===== config.mk =====
export PLATFORM = sky130hd
export DESIGN_NAME = icache_refill_writer
export DESIGN_NICKNAME = d
export VERILOG_FILES = /design/src/rtl/icache_refill_writer.sv
export SDC_FILE = /design/constraint.sdc
export NUM_CORES = 1
export LEC_CHECK = 0
export CAP_MARGIN = 10
export CELL_PAD_IN_SITES_DETAIL_PLACEMENT = 0
export CELL_PAD_IN_SITES_GLOBAL_PLACEMENT = 1
export CORE_AREA = 2 2 117 119
export CTS_CLUSTER_DIAMETER = 200
export DETAILED_ROUTE_END_ITERATION = 8
export DIE_AREA = 0 0 119 121
export GPL_ROUTABILITY_DRIVEN = 0
export PLACE_DENSITY = 0.75
export REMOVE_ABC_BUFFERS = 1
export SLEW_MARGIN = 20
export SYNTH_ARGS = -nofsm -noshare
export SYNTH_HDL_FRONTEND = slang
export SYNTH_SLANG_ARGS = --single-unit

===== constraint.sdc =====
create_clock -name clk_write -period 1.65 [get_ports clk_write]
set_clock_uncertainty 0.05 [all_clocks]
set_input_delay 0.4125 -clock clk_write [delete_from_list [all_inputs] [get_ports clk_write]]
set_output_delay 0.4125 -clock clk_write [all_outputs]
set_load 0.03 [all_outputs]

===== src/rtl/icache_refill_writer.sv =====
// Icache refill write-side controller: issues a line read, writes the 8 returned
// beats into the bank RAM write ports, then commits the tag/valid word.
module icache_refill_writer #(
  parameter int ADDR_W   = 32,
  parameter int DATA_W   = 32,
  parameter int INDEX_W  = 8,
  parameter int OFFSET_W = 5,
  parameter int BANK_NUM = 8
) (
  input  logic                clk_write,
  input  logic                reset,
  input  logic                miss_valid,
  output logic                miss_ready,
  input  logic [ADDR_W-1:0]   miss_addr,
  output logic                mem_req_valid,
  input  logic                mem_req_ready,
  output logic [ADDR_W-1:0]   mem_req_addr,
  input  logic                mem_rvalid,
  input  logic [DATA_W-1:0]   mem_rdata,
  input  logic                mem_rlast,
  output logic                mem_rready,
  output logic [BANK_NUM-1:0] bank_write_en,
  output logic [INDEX_W-1:0]  bank_write_addr,
  output logic [DATA_W-1:0]   bank_write_data,
  output logic                tagv_write_en,
  output logic [INDEX_W-1:0]  tagv_write_addr,
  output logic [31:0]         tagv_write_data,
  output logic                refill_done,
  output logic                refill_err,
  output logic                busy
);

  localparam int TAG_W = ADDR_W - INDEX_W - OFFSET_W;
  localparam int CNT_W = $clog2(BANK_NUM);
  localparam logic [CNT_W-1:0] LAST_BEAT = CNT_W'(BANK_NUM - 1);

  typedef enum logic [1:0] {
    IDLE,
    REQ,
    RECV,
    DONE
  } state_t;

  state_t              state;
  state_t              state_next;
  logic [CNT_W-1:0]    beat_cnt;
  logic [ADDR_W-1:0]   line_addr;
  logic [INDEX_W-1:0]  line_index;
  logic [BANK_NUM-1:0] bank_onehot;
  logic                beat_take;
  logic                beat_last;
  logic                beat_early;
  logic                unused_offset_bits;

  assign line_index = line_addr[OFFSET_W +: INDEX_W];
  assign beat_take  = (state == RECV) && mem_rvalid;
  assign beat_last  = beat_take && (beat_cnt == LAST_BEAT);
  // Final-count beat wins over rlast; rlast only aborts a short burst.
  assign beat_early = beat_take && mem_rlast && !beat_last;
  assign mem_req_addr = line_addr;
  assign busy = (state != IDLE);
  assign unused_offset_bits = ^miss_addr[OFFSET_W-1:0];

  always_ff @(posedge clk_write) begin
    if (reset) begin
      state <= IDLE;
    end else begin
      state <= state_next;
    end
  end

  always_comb begin
    state_next      = state;
    miss_ready      = 1'b0;
    mem_req_valid   = 1'b0;
    mem_rready      = 1'b0;
    tagv_write_en   = 1'b0;
    tagv_write_addr = '0;
    tagv_write_data = '0;
    refill_done     = 1'b0;
    case (state)
      IDLE: begin
        miss_ready = 1'b1;
        if (miss_valid) state_next = REQ;
      end
      REQ: begin
        mem_req_valid = 1'b1;
        if (mem_req_ready) state_next = RECV;
      end
      RECV: begin
        mem_rready = 1'b1;
        if (beat_last) begin
          state_next = DONE;
        end else if (beat_early) begin
          state_next = IDLE;
        end
      end
      DONE: begin
        tagv_write_en                = 1'b1;
        refill_done                  = 1'b1;
        tagv_write_addr              = line_index;
        tagv_write_data[TAG_W]       = 1'b1;
        tagv_write_data[TAG_W-1:0]   = line_addr[ADDR_W-1 -: TAG_W];
        state_next                   = IDLE;
      end
      default: state_next = IDLE;
    endcase
  end

  always_comb begin
    bank_onehot           = '0;
    bank_onehot[beat_cnt] = 1'b1;
  end

  always_ff @(posedge clk_write) begin
    if (reset) begin
      beat_cnt        <= '0;
      line_addr       <= '0;
      bank_write_en   <= '0;
      bank_write_addr <= '0;
      bank_write_data <= '0;
      refill_err      <= 1'b0;
    end else begin
      bank_write_en <= '0;
      refill_err    <= beat_early;
      if ((state == IDLE) && miss_valid) begin
        line_addr <= {miss_addr[ADDR_W-1:OFFSET_W], {OFFSET_W{1'b0}}};
        beat_cnt  <= '0;
      end
      if (beat_take) begin
        bank_write_en   <= bank_onehot;
        bank_write_addr <= line_index;
        bank_write_data <= mem_rdata;
        beat_cnt        <= beat_cnt + 1'b1;
      end
    end
  end

endmodule


==> results by stage, run 1 <==
Status:
- The run finished, with violations left.
- The final reports fail on negative setup slack.

Route:
- The sum of routed wire length over all layers is 13200 um.
- The number of routed nets with antenna violations is 0.
- The DRC marker count from the first detailed-route iteration is between 100 and 150.
- The detailed-route DRC error count is 0.
- The detailed-route wire length per cell is 16.9 um.
- The number of vias after detailed routing is 3443.
- The first TritonRoute pass finished after 4 iterations.
- After detailed routing, the number of vias per cell comes to 4.43.

Critical path:
- The startpoint type of the worst setup path is a flip-flop.
- The type of the setup path with the least slack is reg2out.
- The worst path required time is about 1.2 ns.
- The number of cells on the worst reg-to-reg path is 7.
- The worst setup path is captured at a primary output.
- The worst-case register-to-register setup slack is -0.09 ns.
- The startpoint of the worst-slack reg-to-reg timing path is state[1].
- Along the worst path, the maximum fanout reaches 6.
- The data arrival time of the critical path is 1.31 ns.
- The worst reg2reg path endpoint is mem_req_addr[9].

CTS:
- The TritonCTS clock tree is yes.
- The number of clock buffers inserted by TritonCTS is 9.
- The clock root buffer is sky130_fd_sc_hd__clkbuf_16.
- For this design, the sink count on the clock tree is 81.
- After clock tree synthesis, the clock-pin slew on the worst setup and hold paths is 0.07 ns.
- Counting along the longest clock path gives a buffer depth of 2.
- The source-to-sink clock delay at the later pin of the worst-skew pair is 0.33 ns.
- The number of levels the H-tree was split into is 3.

STA:
- Setup slack on the critical path of the routed design comes to -0.123 ns.
- The minimum clock period after layout is 1.77 ns.
- Hold timing on the final database bottoms out at a slack of 0.346 ns.
- The number of setup violations in the final report is 75.
- Based on the critical path, the design can be clocked at up to roughly 0.56 GHz.
- The hold violation count in the final report is 0.
- The max-slew violation total from the final report was 0.
- The part of the cycle the worst path needs is 1.07.
- Setup repair after global routing could not meet its margin everywhere.
- The sum of negative setup slack is -4.39 ns.

Yosys:
- In this run, distinct cell masters in the synthesized netlist total 28.
- The post-synthesis sequential area ratio is 0.505.
- The synthesized area divided by synthesized cell count is 7.97 sq um.
- During synthesis, Yosys emitted a total of 0 warnings.
- The netlist area before placement is 3210 sq um.
- The instance count of the mapped netlist is 403.
- The register bit total from synthesis is 81.

Power and ir drop:
- Summed over all cells, the static leakage comes to 2.67 nW.
- The power per cell area is about 860 nW/um^2.
- The overall power is 0.00526 W.
- The peak supply drop is 0.379 mV.

Job:
- Max-cap violations in this run came to 0.

Worst hold path:
- The worst hold path was traced through 2 stages.
- The endpoint of the worst hold path is bank_write_data[8].
- The worst hold path belongs to the class in2reg.
- The launch instance of the worst min-delay path is reset.

Placement:
- Summed over all nets, the half-perimeter wirelength after detailed placement is 7240 um.
- The worst setup slack after placement is -0.212 ns.
- The instance area after placement is a little over 5000 sq um.
- The number of input and output port buffers inserted is 174.

Floorplan:
- The floorplan step defined a core boundary enclosing 13100 sq um.
- The top-level I/O count is 197.
- In this run the vertical extent of the chip is between 100 and 150 um.
- The effective utilization at floorplan is 0.245.
- The die covers 14400 sq um.
- The number of placement rows is 42.
- The floorplan step set the die width to 119 um.

Global routing:
- For this run, the total global-route usage over all layers was measured as 0.156.
- The number of antenna violations at the first check in global routing is 0.
- The global-route wire length before repair is 17400 um.
- The via count of the first global-routing pass is 3201.
- The pin count of the biggest net entering global routing is 43.
- Summed over all layers, the global routing overflow is 0.

Cells and area:
- Relative to the synthesized area, the layout overhead comes to 90.7%.
- Of the cells placed in the final design, the portion with a size suffix greater than 1 is 0.238.
- The number of nets in the final layout is 669.
- The finished cells cover 6120 sq um.
- The repair_antennas step left the layout with diodes totalling 0.
## logic make-up after synthesis
kind of cell	Yosys count	share of synthesized area
AND/OR/NAND/NOR	193	0.272
flip-flops	81	0.505
AO/OA/AOI/OAI	75	0.119
buffers and inverters	51	0.0954
adder cells (fa/ha/maj)	2	0.00779
other	1	0.00117
## per-stage QoR
step            util  instances
6_report       0.468        778
5_1_grt        0.468        778
4_1_cts        0.442        765
3_5_place_dp   0.387        735
3_3_place_gp   0.387        735
2_1_floorplan      -        369
## Yosys cell counts
cell / count / share of area
sky130_fd_sc_hd__a21oi_1: 71 / 0.11
sky130_fd_sc_hd__a221oi_1: 1 / 0.0027
sky130_fd_sc_hd__and2_1: 1 / 0.0019
sky130_fd_sc_hd__and3_1: 27 / 0.053
sky130_fd_sc_hd__and3b_1: 1 / 0.0027
sky130_fd_sc_hd__buf_1: 2 / 0.0023
sky130_fd_sc_hd__buf_2: 8 / 0.012
sky130_fd_sc_hd__buf_4: 20 / 0.047
sky130_fd_sc_hd__buf_6: 4 / 0.014
sky130_fd_sc_hd__clkbuf_1: 16 / 0.019
sky130_fd_sc_hd__conb_1: 1 / 0.0012
sky130_fd_sc_hd__dfxtp_1: 81 / 0.50
sky130_fd_sc_hd__ha_1: 2 / 0.0078
sky130_fd_sc_hd__inv_1: 1 / 0.0012
sky130_fd_sc_hd__nand2_1: 138 / 0.16
sky130_fd_sc_hd__nand2b_1: 2 / 0.0039
sky130_fd_sc_hd__nand3_1: 2 / 0.0031
sky130_fd_sc_hd__nand3b_1: 5 / 0.012
sky130_fd_sc_hd__nor2_1: 3 / 0.0035
sky130_fd_sc_hd__nor2b_1: 3 / 0.0058
sky130_fd_sc_hd__nor3_1: 4 / 0.0062
sky130_fd_sc_hd__nor3b_4: 1 / 0.0058
sky130_fd_sc_hd__nor4_1: 2 / 0.0039
sky130_fd_sc_hd__nor4b_1: 1 / 0.0027
sky130_fd_sc_hd__o21ai_0: 2 / 0.0031
sky130_fd_sc_hd__o31ai_1: 1 / 0.0023
sky130_fd_sc_hd__or3_1: 2 / 0.0039
sky130_fd_sc_hd__or3b_1: 1 / 0.0027
## worst max path at each step
stage                              end  cells past startpoint       start
floorplan                     state[0]                      2    state[1]
global placement      mem_req_addr[30]                      5  miss_valid
detailed placement  bank_write_data[6]                      5  mem_rvalid
CTS                 tagv_write_addr[5]                      3    state[1]
global route        tagv_write_addr[2]                      4    state[1]
finish              tagv_write_data[5]                      4    state[1]
## critical path, cell delays in order, from the launching register on
cell and delay, ns:
sky130_fd_sc_hd__dfxtp_4 0.42, sky130_fd_sc_hd__buf_12 0.13, sky130_fd_sc_hd__buf_16 0.12, sky130_fd_sc_hd__and3_4 0.17, sky130_fd_sc_hd__buf_6 0.12
## flip-flops by register name (all words and copies together) (netlist names)
name             flops
bank_write_addr      8
bank_write_data     32
bank_write_en        8
beat_cnt             3
mem_req_addr        27
refill_err           1
state                2
## layer usage
metal  part of all wire  GRT usage
met5                  0          0
met4              0.013     0.0432
met3              0.048     0.0385
met2               0.48      0.267
met1               0.45      0.196
## power breakdown
group / switching, W / leakage, nW / total [W] / internal [W]
registers: 0.0000619 / 0.659 / 0.00209 / 0.00203
clock network: 0.000839 / 0.142 / 0.00206 / 0.00122
logic: 0.000591 / 1.87 / 0.00111 / 0.000523
total: 0.00149 / 2.67 / 0.00526 / 0.00377
## what timing repair did
item                       4_1_cts  5_1_grt
setup endpoints to repair      110      101
resized for setup              146       35
gates cloned                     6       12
pin swaps                       12       13
hold buffers                     0        0
setup buffers                    8        4
## layout make-up
type,instances,area [sq um]
fillers,1244,6960
repair buffers,217,2420
flip-flops and latches,81,1630
multi-input cells,287,1550
clock buffers,11,243
well taps,176,220
clock inverters,5,62.6
inverters,1,3.75
## cell usage in the layout, fill, tap and decap left out, types with 2 or more instances in the layout
cell                                n
sky130_fd_sc_hd__and3_4            24
sky130_fd_sc_hd__conb_1            17
sky130_fd_sc_hd__clkdlybuf4s15_1    2
sky130_fd_sc_hd__nand2_1          132
sky130_fd_sc_hd__buf_12            10
sky130_fd_sc_hd__buf_16             5
sky130_fd_sc_hd__nand3b_1           5
sky130_fd_sc_hd__buf_4             10
sky130_fd_sc_hd__o21ai_0            2
sky130_fd_sc_hd__or3_1              2
sky130_fd_sc_hd__dfxtp_1           79
sky130_fd_sc_hd__a21oi_2            8
sky130_fd_sc_hd__nand2b_1           2
sky130_fd_sc_hd__clkdlybuf4s50_1   63
sky130_fd_sc_hd__nor4_1             2
sky130_fd_sc_hd__dfxtp_4            2
sky130_fd_sc_hd__dlygate4sd2_1     74
sky130_fd_sc_hd__nand2_2            6
sky130_fd_sc_hd__a21oi_1           63
sky130_fd_sc_hd__and3_1             3
sky130_fd_sc_hd__nor3_1             3
sky130_fd_sc_hd__ha_1               2
sky130_fd_sc_hd__nor2b_1            2
sky130_fd_sc_hd__buf_6             43
sky130_fd_sc_hd__clkbuf_16         17
sky130_fd_sc_hd__nor2_1             2
sky130_fd_sc_hd__clkinvlp_4         2
Note: power is estimated with default switching activity, not from simulation.
==> inputs of run 2 (changes only) <==
Settings changed: CTS_CLUSTER_DIAMETER 200 to 80, MAX_ROUTING_LAYER from default to met4.
==> run 2 against run 1 <==
Against the previous run:
- the flow still finishes with violations (negative setup slack)
- design area about the same
- global-route usage increased by 0.43 points
- critical path depth unchanged
==> results by stage, run 2 (synthesized netlist as in run 1, its figures left out) <==
Status:
- The flow ran to the end, but the final reports show violations.
- The final reports fail on negative setup slack.

Critical path:
- Walking the worst path, the cells encountered are buf_12 -> buf_16 -> and3_4 -> buf_6.
- The sort of element at the end of the critical path is a primary output.
- The slowest stage of the critical path belongs to the cell sky130_fd_sc_hd__dfxtp_4.
- The startpoint type of the worst setup path is a flip-flop.
- The largest fanout of any net on the critical path came to 6 (unchanged).
- The worst setup path is of the reg2out kind.
- The delay of the slowest critical-path stage is 0.42 ns (about the same).
- The worst path required time was 1.19 ns (about the same).
- The data arrival time of the critical path is 1.31 ns (about the same).

STA:
- The part of the cycle the worst path needs is 1.08 (+0.00127).
- The highest clock frequency the design can meet came to 0.563 GHz (-0.12%).
- Setup repair after global routing could not meet its margin everywhere.
- The number of setup violations in the final report was 79 (+5.3%).
- The worst path setup slack after routing is -0.126 ns (-0.00210 ns).
- The minimum clock period after layout is 1.78 ns (+0.00209 ns).
- The hold violation count in the final report is 0 (unchanged).
- The max-slew violation total from the final report is 0 (unchanged).

Cells and area:
- The number of flip-flops in the largest register is 32 (unchanged).
- The combined flip-flop and latch cell area is 1630 sq um (unchanged).
- The most common library cell in the layout ignoring fill and taps is sky130_fd_sc_hd__nand2_1.
- The number of nets in the final layout is 669 (unchanged).
- The layout cell share with drive strength beyond 1 came to 0.239 (+0.00166).
- The top register by number of flip-flops is bank_write_data.
- The fill cell total of the finished layout was 1241 (-0.24%).
- The final antenna diode count is 0 (unchanged).
- The area growth from synthesis to layout is 90.8% (about the same).
- The area of combinational cells with multiple inputs came to 1550 sq um (+0.24%).
- In the layout the commonest cells are 132 x sky130_fd_sc_hd__nand2_1, 79 x sky130_fd_sc_hd__dfxtp_1, 74 x sky130_fd_sc_hd__dlygate4sd2_1.
- The utilization of the core after routing is 0.468 (about the same).

Floorplan:
- The number of placement rows is 42 (unchanged).
- The effective utilization at floorplan is 0.245 (unchanged).
- The floorplan die width is 119 um (unchanged).
- The die height was 121 um (unchanged).
- The standard cell core area is 13100 sq um (unchanged).
- The area enclosed by the die boundary is 14400 sq um (unchanged).
- The top-level I/O count is 197 (unchanged).

CTS:
- The number of clock buffers inserted by TritonCTS came to 9 (unchanged).
- The clock edge transition at the registers on the reported setup and hold paths is 0.07 ns (about the same).
- The number of clock sinks is 81 (unchanged).
- The source-to-sink clock delay at the later pin of the worst-skew pair is 0.33 ns (about the same).
- The number of buffers between clock root and the deepest sink is 2 (unchanged).
- The number of levels the H-tree was split into is 3 (unchanged).
- The tree is rooted in a sky130_fd_sc_hd__clkbuf_16.
- TritonCTS built the clock tree.

Global routing:
- The global-route wire length before repair is 17400 um (-0.16%).
- The aggregate global-route resource usage is 0.161 (+0.00428).
- The via count of the first global-routing pass is 3200 (-0.031%).
- The pin count of the biggest net entering global routing is 43 (unchanged).
- The overall overflow remaining after global route came to 0 (unchanged).
- The number of antenna violations at the first check in global routing is 0 (unchanged).

Route:
- The DRC marker count from the first detailed-route iteration is 111 (-14%).
- The sum of routed wire length over all layers is 13200 um (+0.27%).
- The iteration count of the initial detailed-routing pass was 4 (unchanged).
- The number of vias after detailed routing is 3450 (+0.20%).
- The detailed-route DRC error count came to 0 (unchanged).
- The detailed-route wire length per cell is 17.0 um (+0.27%).
- The number of routed nets with antenna violations is 0 (unchanged).
- The average via count per standard cell is 4.43 (+0.20%).

Job:
- The max-capacitance violation count is 0 (unchanged).

Placement:
- The placed wire-length estimate after detailed placement is 7240 um (unchanged).
- The number of input and output port buffers inserted is 174 (unchanged).
- The worst setup slack after placement was -0.212 ns (unchanged).

Power and ir drop:
- The peak supply drop is 0.381 mV (+0.54%).
- The overall power is 0.00527 W (+0.14%).
- The standby leakage power was 2.67 nW (about the same).
- The power per cell area is 860 nW/um^2 (about the same).

Worst hold path:
- The type of the tightest min-delay check is in2reg.
-- run 2: worst max-delay path, delay by kind of cell (launching register included) --
family | cells | cell delay, ns
buf+inv | 3 | 0.37
flops | 1 | 0.42
simple gates | 1 | 0.17
-- run 2: area by class of cell --
| cell class | count | area share |
|---|---|---|
| clock buffer | 11 | 0.0396 |
| timing repair buffer | 217 | 0.394 |
| clock inverter | 5 | 0.0102 |
| inverter | 1 | 0.000613 |
| multi-input combinational | 287 | 0.253 |
| sequential | 81 | 0.266 |
| tap | 176 | 0.0359 |
-- run 2: path summary, 6_finish.rpt --
path / to / startpoint / cells after the start / slack [ns]
setup reg to reg: mem_req_addr[9] / state[1] / 7 / -0.09
hold / removal: bank_write_data[8] / reset / 2 / 0.35
setup / recovery: tagv_write_data[5] / state[1] / 4 / -0.13
hold reg to reg: bank_write_data[25] / bank_write_data[25] / 2 / 0.40
-- run 2: what timing repair did --
| action | 4_1_cts | 5_1_grt |
|---|---|---|
| setup endpoints to repair | 110 | 101 |
| gates cloned | 6 | 12 |
| pin swaps | 12 | 12 |
| gates resized for setup | 146 | 36 |
| setup buffers | 8 | 4 |
| hold buffers | 0 | 0 |
-- run 2: power breakdown --
part	internal (W)	leakage (nW)	switching, W	total, W
logic	0.000523	1.87	0.000594	0.00112
clock network	0.00122	0.142	0.000842	0.00207
registers	0.00203	0.659	0.0000618	0.00209
-- run 2: through the flow --
step	instances	TNS [ns]	cell area [sq um]	hold WS, ns
5_1_grt	778	-8.61	6130	0.345
3_5_place_dp	735	-12.50	5060	0.397
6_report	778	-4.55	6130	0.345
2_1_floorplan	369	-33.74	2970	0.432
4_1_cts	765	-4.95	5780	0.345
3_3_place_gp	735	-11.11	5060	0.392
-- run 2: metal layers --
metal / global-route usage / routed length, um / share of wire
met2: 0.268 / 6470 / 0.49
met1: 0.198 / 5960 / 0.45
met3: 0.0338 / 600 / 0.045
met5: - / 0 / 0
met4: 0.0432 / 165 / 0.013
==> inputs of run 3 (changes only) <==
--- a/config.mk
+++ b/config.mk
@@ -11,2 +11,3 @@
 export CORE_AREA = 2 2 117 119
+export CTS_BUF_LIST = sky130_fd_sc_hd__clkbuf_16
 export CTS_CLUSTER_DIAMETER = 80
==> constraint.sdc (replaced) <==
create_clock -name clk_write -period 1.65 [get_ports clk_write]
set_clock_uncertainty 0.05 [all_clocks]
set_input_delay 0.165 -clock clk_write [delete_from_list [all_inputs] [get_ports clk_write]]
set_output_delay 0.165 -clock clk_write [all_outputs]
set_load 0.03 [all_outputs]
==> run 3 against run 2 <==
Against the previous run:
- the flow now finishes without violations
- sequential share of layout area grew 3.9 points
- fmax up 11%
- via count shrank 8.1%
- die area unchanged
- count of clock-buffer cells in the layout decreased by 2
- critical path type unchanged
- critical endpoint is now bank_write_addr[3]
==> results by stage, run 3 (synthesized netlist as in run 1, its figures left out) <==
Cells and area:
- The area growth from synthesis to layout is 65.6%.
- The layout cell share with drive strength beyond 1 is 0.114 (-0.126).
- The final instance area is 5320 sq um (-13%).
- In the layout the commonest cells are 138 x sky130_fd_sc_hd__nand2_1, 130 x sky130_fd_sc_hd__clkdlybuf4s50_1, 81 x sky130_fd_sc_hd__dfxtp_1.
- The fill cell total of the finished layout was 1316 (+6.0%).
- The top register by number of flip-flops is bank_write_data.
- The number of flip-flops in the largest register is 32 (unchanged).
- The final antenna diode count is 0 (unchanged).
- The library cell used most frequently in the layout, excluding fill and tap cells, is sky130_fd_sc_hd__nand2_1.
- The number of nets in the final layout is 639 (-4.5%).
- The utilization of the core after routing was 0.406 (-0.0618).
- The final non-filler cell total is 748 (-3.9%).

Critical path:
- The buffering stage count on the worst path with inverters included is 1 (-2).
- The signal on the critical path passes through clkdlybuf4s50_1.
- The data arrival time of the critical path was 1.39 ns (+0.08 ns).
- The sort of element at the end of the critical path is a primary output.
- The worst path required time is 1.43 ns (+0.24 ns).
- The delay of the slowest critical-path stage is 0.69 ns (+0.27 ns).
- The largest fanout of any net on the critical path is 2 (-4).
- The type of the setup path with the least slack is reg2out.
- The kind of cell adding the most delay to the critical path is buffers and inverters.
- The slowest cell on the critical path is sky130_fd_sc_hd__clkdlybuf4s50_1.
- STA classifies the critical path startpoint as a flip-flop.

Global routing:
- The overall overflow remaining after global route is 0 (unchanged).
- The met3 global-route usage is 0.0310 (-0.00282).
- The met2 usage is 0.226 (-0.0420).
- The number of antenna violations at the first check in global routing is 0 (unchanged).
- The via count of the first global-routing pass is 2758 (-14%).
- The aggregate global-route resource usage is 0.135 (-0.0251).
- The met1 track utilization from global routing was 0.159 (-0.0394).
- The global-route wire length before repair was 14800 um (-15%).
- The pin count of the biggest net entering global routing is 50 (+16%).
- The layer flagged by global routing as most heavily used is met2.

Route:
- The number of routed nets with antenna violations was 0 (unchanged).
- The number of vias after detailed routing was 3172 (-8.1%).
- The iteration count of the initial detailed-routing pass is 4 (unchanged).
- The detailed-route DRC error count was 0 (unchanged).
- The DRC marker count from the first detailed-route iteration is 149 (+34%).
- The detailed-route wire length per cell came to 13.4 um (-21%).
- The sum of routed wire length over all layers is 10000 um (-24%).
- The average via count per standard cell is 4.24 (-4.4%).

Worst hold path:
- The type of the tightest min-delay check is in2reg.

STA:
- The highest clock frequency the design can meet is 0.625 GHz (+11%).
- The number of setup violations in the final report is 0 (-100%).
- The hold violation count in the final report is 0 (unchanged).
- Setup repair after global routing could not meet its margin everywhere.
- The max-slew violation total from the final report is 0 (unchanged).
- The minimum clock period after layout is 1.60 ns (-0.175 ns).
- The part of the cycle the worst path needs is 0.970 (-0.106).

Power and ir drop:
- The net switching power of the design came to 0.00134 W (-11%).
- The overall power is 0.00474 W (-10%).
- The share of total power in combinational logic is 0.175 (-0.037).
- The power per cell area was 892 nW/um^2 (+3.7%).
- The internal power component is 0.00341 W (-9.7%).
- The power share of the sequential group is 0.438 (+0.042).
- The peak supply drop is 0.383 mV (+0.53%).
- The clock network power share was 0.386 (-0.006).
- The switching share of total power is 0.282 (-0.00245).
- The standby leakage power is 2.21 nW (-17%).

CTS:
- The count of instances resized after the clock tree is built came to 3 (-98%).
- The number of setup buffers added after CTS came to 0 (-8).
- The root buffer cell chosen for the clock tree is sky130_fd_sc_hd__clkbuf_16.
- The number of buffers between clock root and the deepest sink came to 2 (unchanged).
- The number of clock sinks is 81 (unchanged).
- The number of hold buffers added after cts came to 0 (unchanged).
- The source-to-sink clock delay at the later pin of the worst-skew pair is 0.33 ns (about the same).
- The number of levels the H-tree was split into is 3 (unchanged).
- The clock edge transition at the registers on the reported setup and hold paths is 0.06 ns (about the same).
- The number of clock buffers inserted by TritonCTS is 9 (unchanged).
- The TritonCTS clock tree is yes.

Floorplan:
- The area enclosed by the die boundary is 14400 sq um (unchanged).
- The top-level I/O count is 197 (unchanged).
- The standard cell core area is 13100 sq um (unchanged).
- The floorplan die width is 119 um (unchanged).
- The die height is 121 um (unchanged).
- The effective utilization at floorplan came to 0.245 (unchanged).
- The number of placement rows is 42 (unchanged).

Placement:
- The number of input and output port buffers inserted is 174 (unchanged).
- The instance area after placement is 5020 sq um (-0.89%).
- The number of placed instances, taps included is 732 (-0.41%).
- The placed wire-length estimate after detailed placement was 7100 um (-1.9%).

Status:
- The flow ran to the end, and the final reports show no timing, DRC or antenna violations.

Job:
- The max-capacitance violation count is 0 (unchanged).
-- run 3: cell count changes in the layout (fill, tap and decap cells not counted), moves of 8 or more --
| cell | before | now |
|---|---|---|
| sky130_fd_sc_hd__dlygate4sd2_1 | 74 | 1 |
| sky130_fd_sc_hd__clkdlybuf4s50_1 | 63 | 130 |
| sky130_fd_sc_hd__buf_6 | 43 | 0 |
| sky130_fd_sc_hd__a21oi_2 | 9 | 0 |
| sky130_fd_sc_hd__dlymetal6s2s_1 | 0 | 8 |
| sky130_fd_sc_hd__a21oi_1 | 62 | 71 |
| sky130_fd_sc_hd__clkbuf_16 | 17 | 9 |
| sky130_fd_sc_hd__and3_4 | 24 | 0 |
| sky130_fd_sc_hd__and3_1 | 3 | 27 |
| sky130_fd_sc_hd__buf_4 | 10 | 39 |
-- run 3: area by class of cell --
class / count / area [sq um] / area share
repair buffers: 187 / 1860 / 0.349
multi-input cells: 287 / 1350 / 0.253
clock buffers: 9 / 225 / 0.0423
inverters: 1 / 3.75 / 0.000706
flip-flops and latches: 81 / 1620 / 0.305
well taps: 176 / 220 / 0.0414
clock inverters: 7 / 45.0 / 0.00847
-- run 3: layer usage --
metal  up-vias  wire length, um
li1       1609                -
met1      1454             4240
met2        94             5150
met3        15              418
met4         0              204
met5         -                0
-- run 3: power by group through the flow --
stage / clock network, W / logic [W] / registers, W
final: 0.00183 / 0.000833 / 0.00208
after global routing: 0.00198 / 0.000889 / 0.00209
after CTS: 0.00192 / 0.000836 / 0.00208
after detailed placement: 0 / 0.000836 / 0.00212
after global placement: 0 / 0.000829 / 0.00212
after floorplan: 0 / 0.000232 / 0.00226
-- run 3: final timing paths --
check / from / end / slack, ns / cells after the start
hold / removal: reset / bank_write_data[3] / 0.19 / 2
setup / recovery: bank_write_addr[3] / bank_write_addr[3] / 0.05 / 1
hold reg to reg: bank_write_data[31] / bank_write_data[31] / 0.40 / 2
setup reg to reg: state[0] / beat_cnt[0] / 0.14 / 4
-- run 3: through the flow --
step | TNS (ns) | hold WS (ns) | setup WS (ns)
2_1_floorplan | -32.53 | 0.184 | -0.735
3_3_place_gp | 0 | 0.392 | 0.0594
3_5_place_dp | 0 | 0.397 | 0.0536
4_1_cts | 0 | 0.179 | 0.000210
5_1_grt | -0.00518 | 0.197 | -0.00518
6_report | 0 | 0.191 | 0.0493
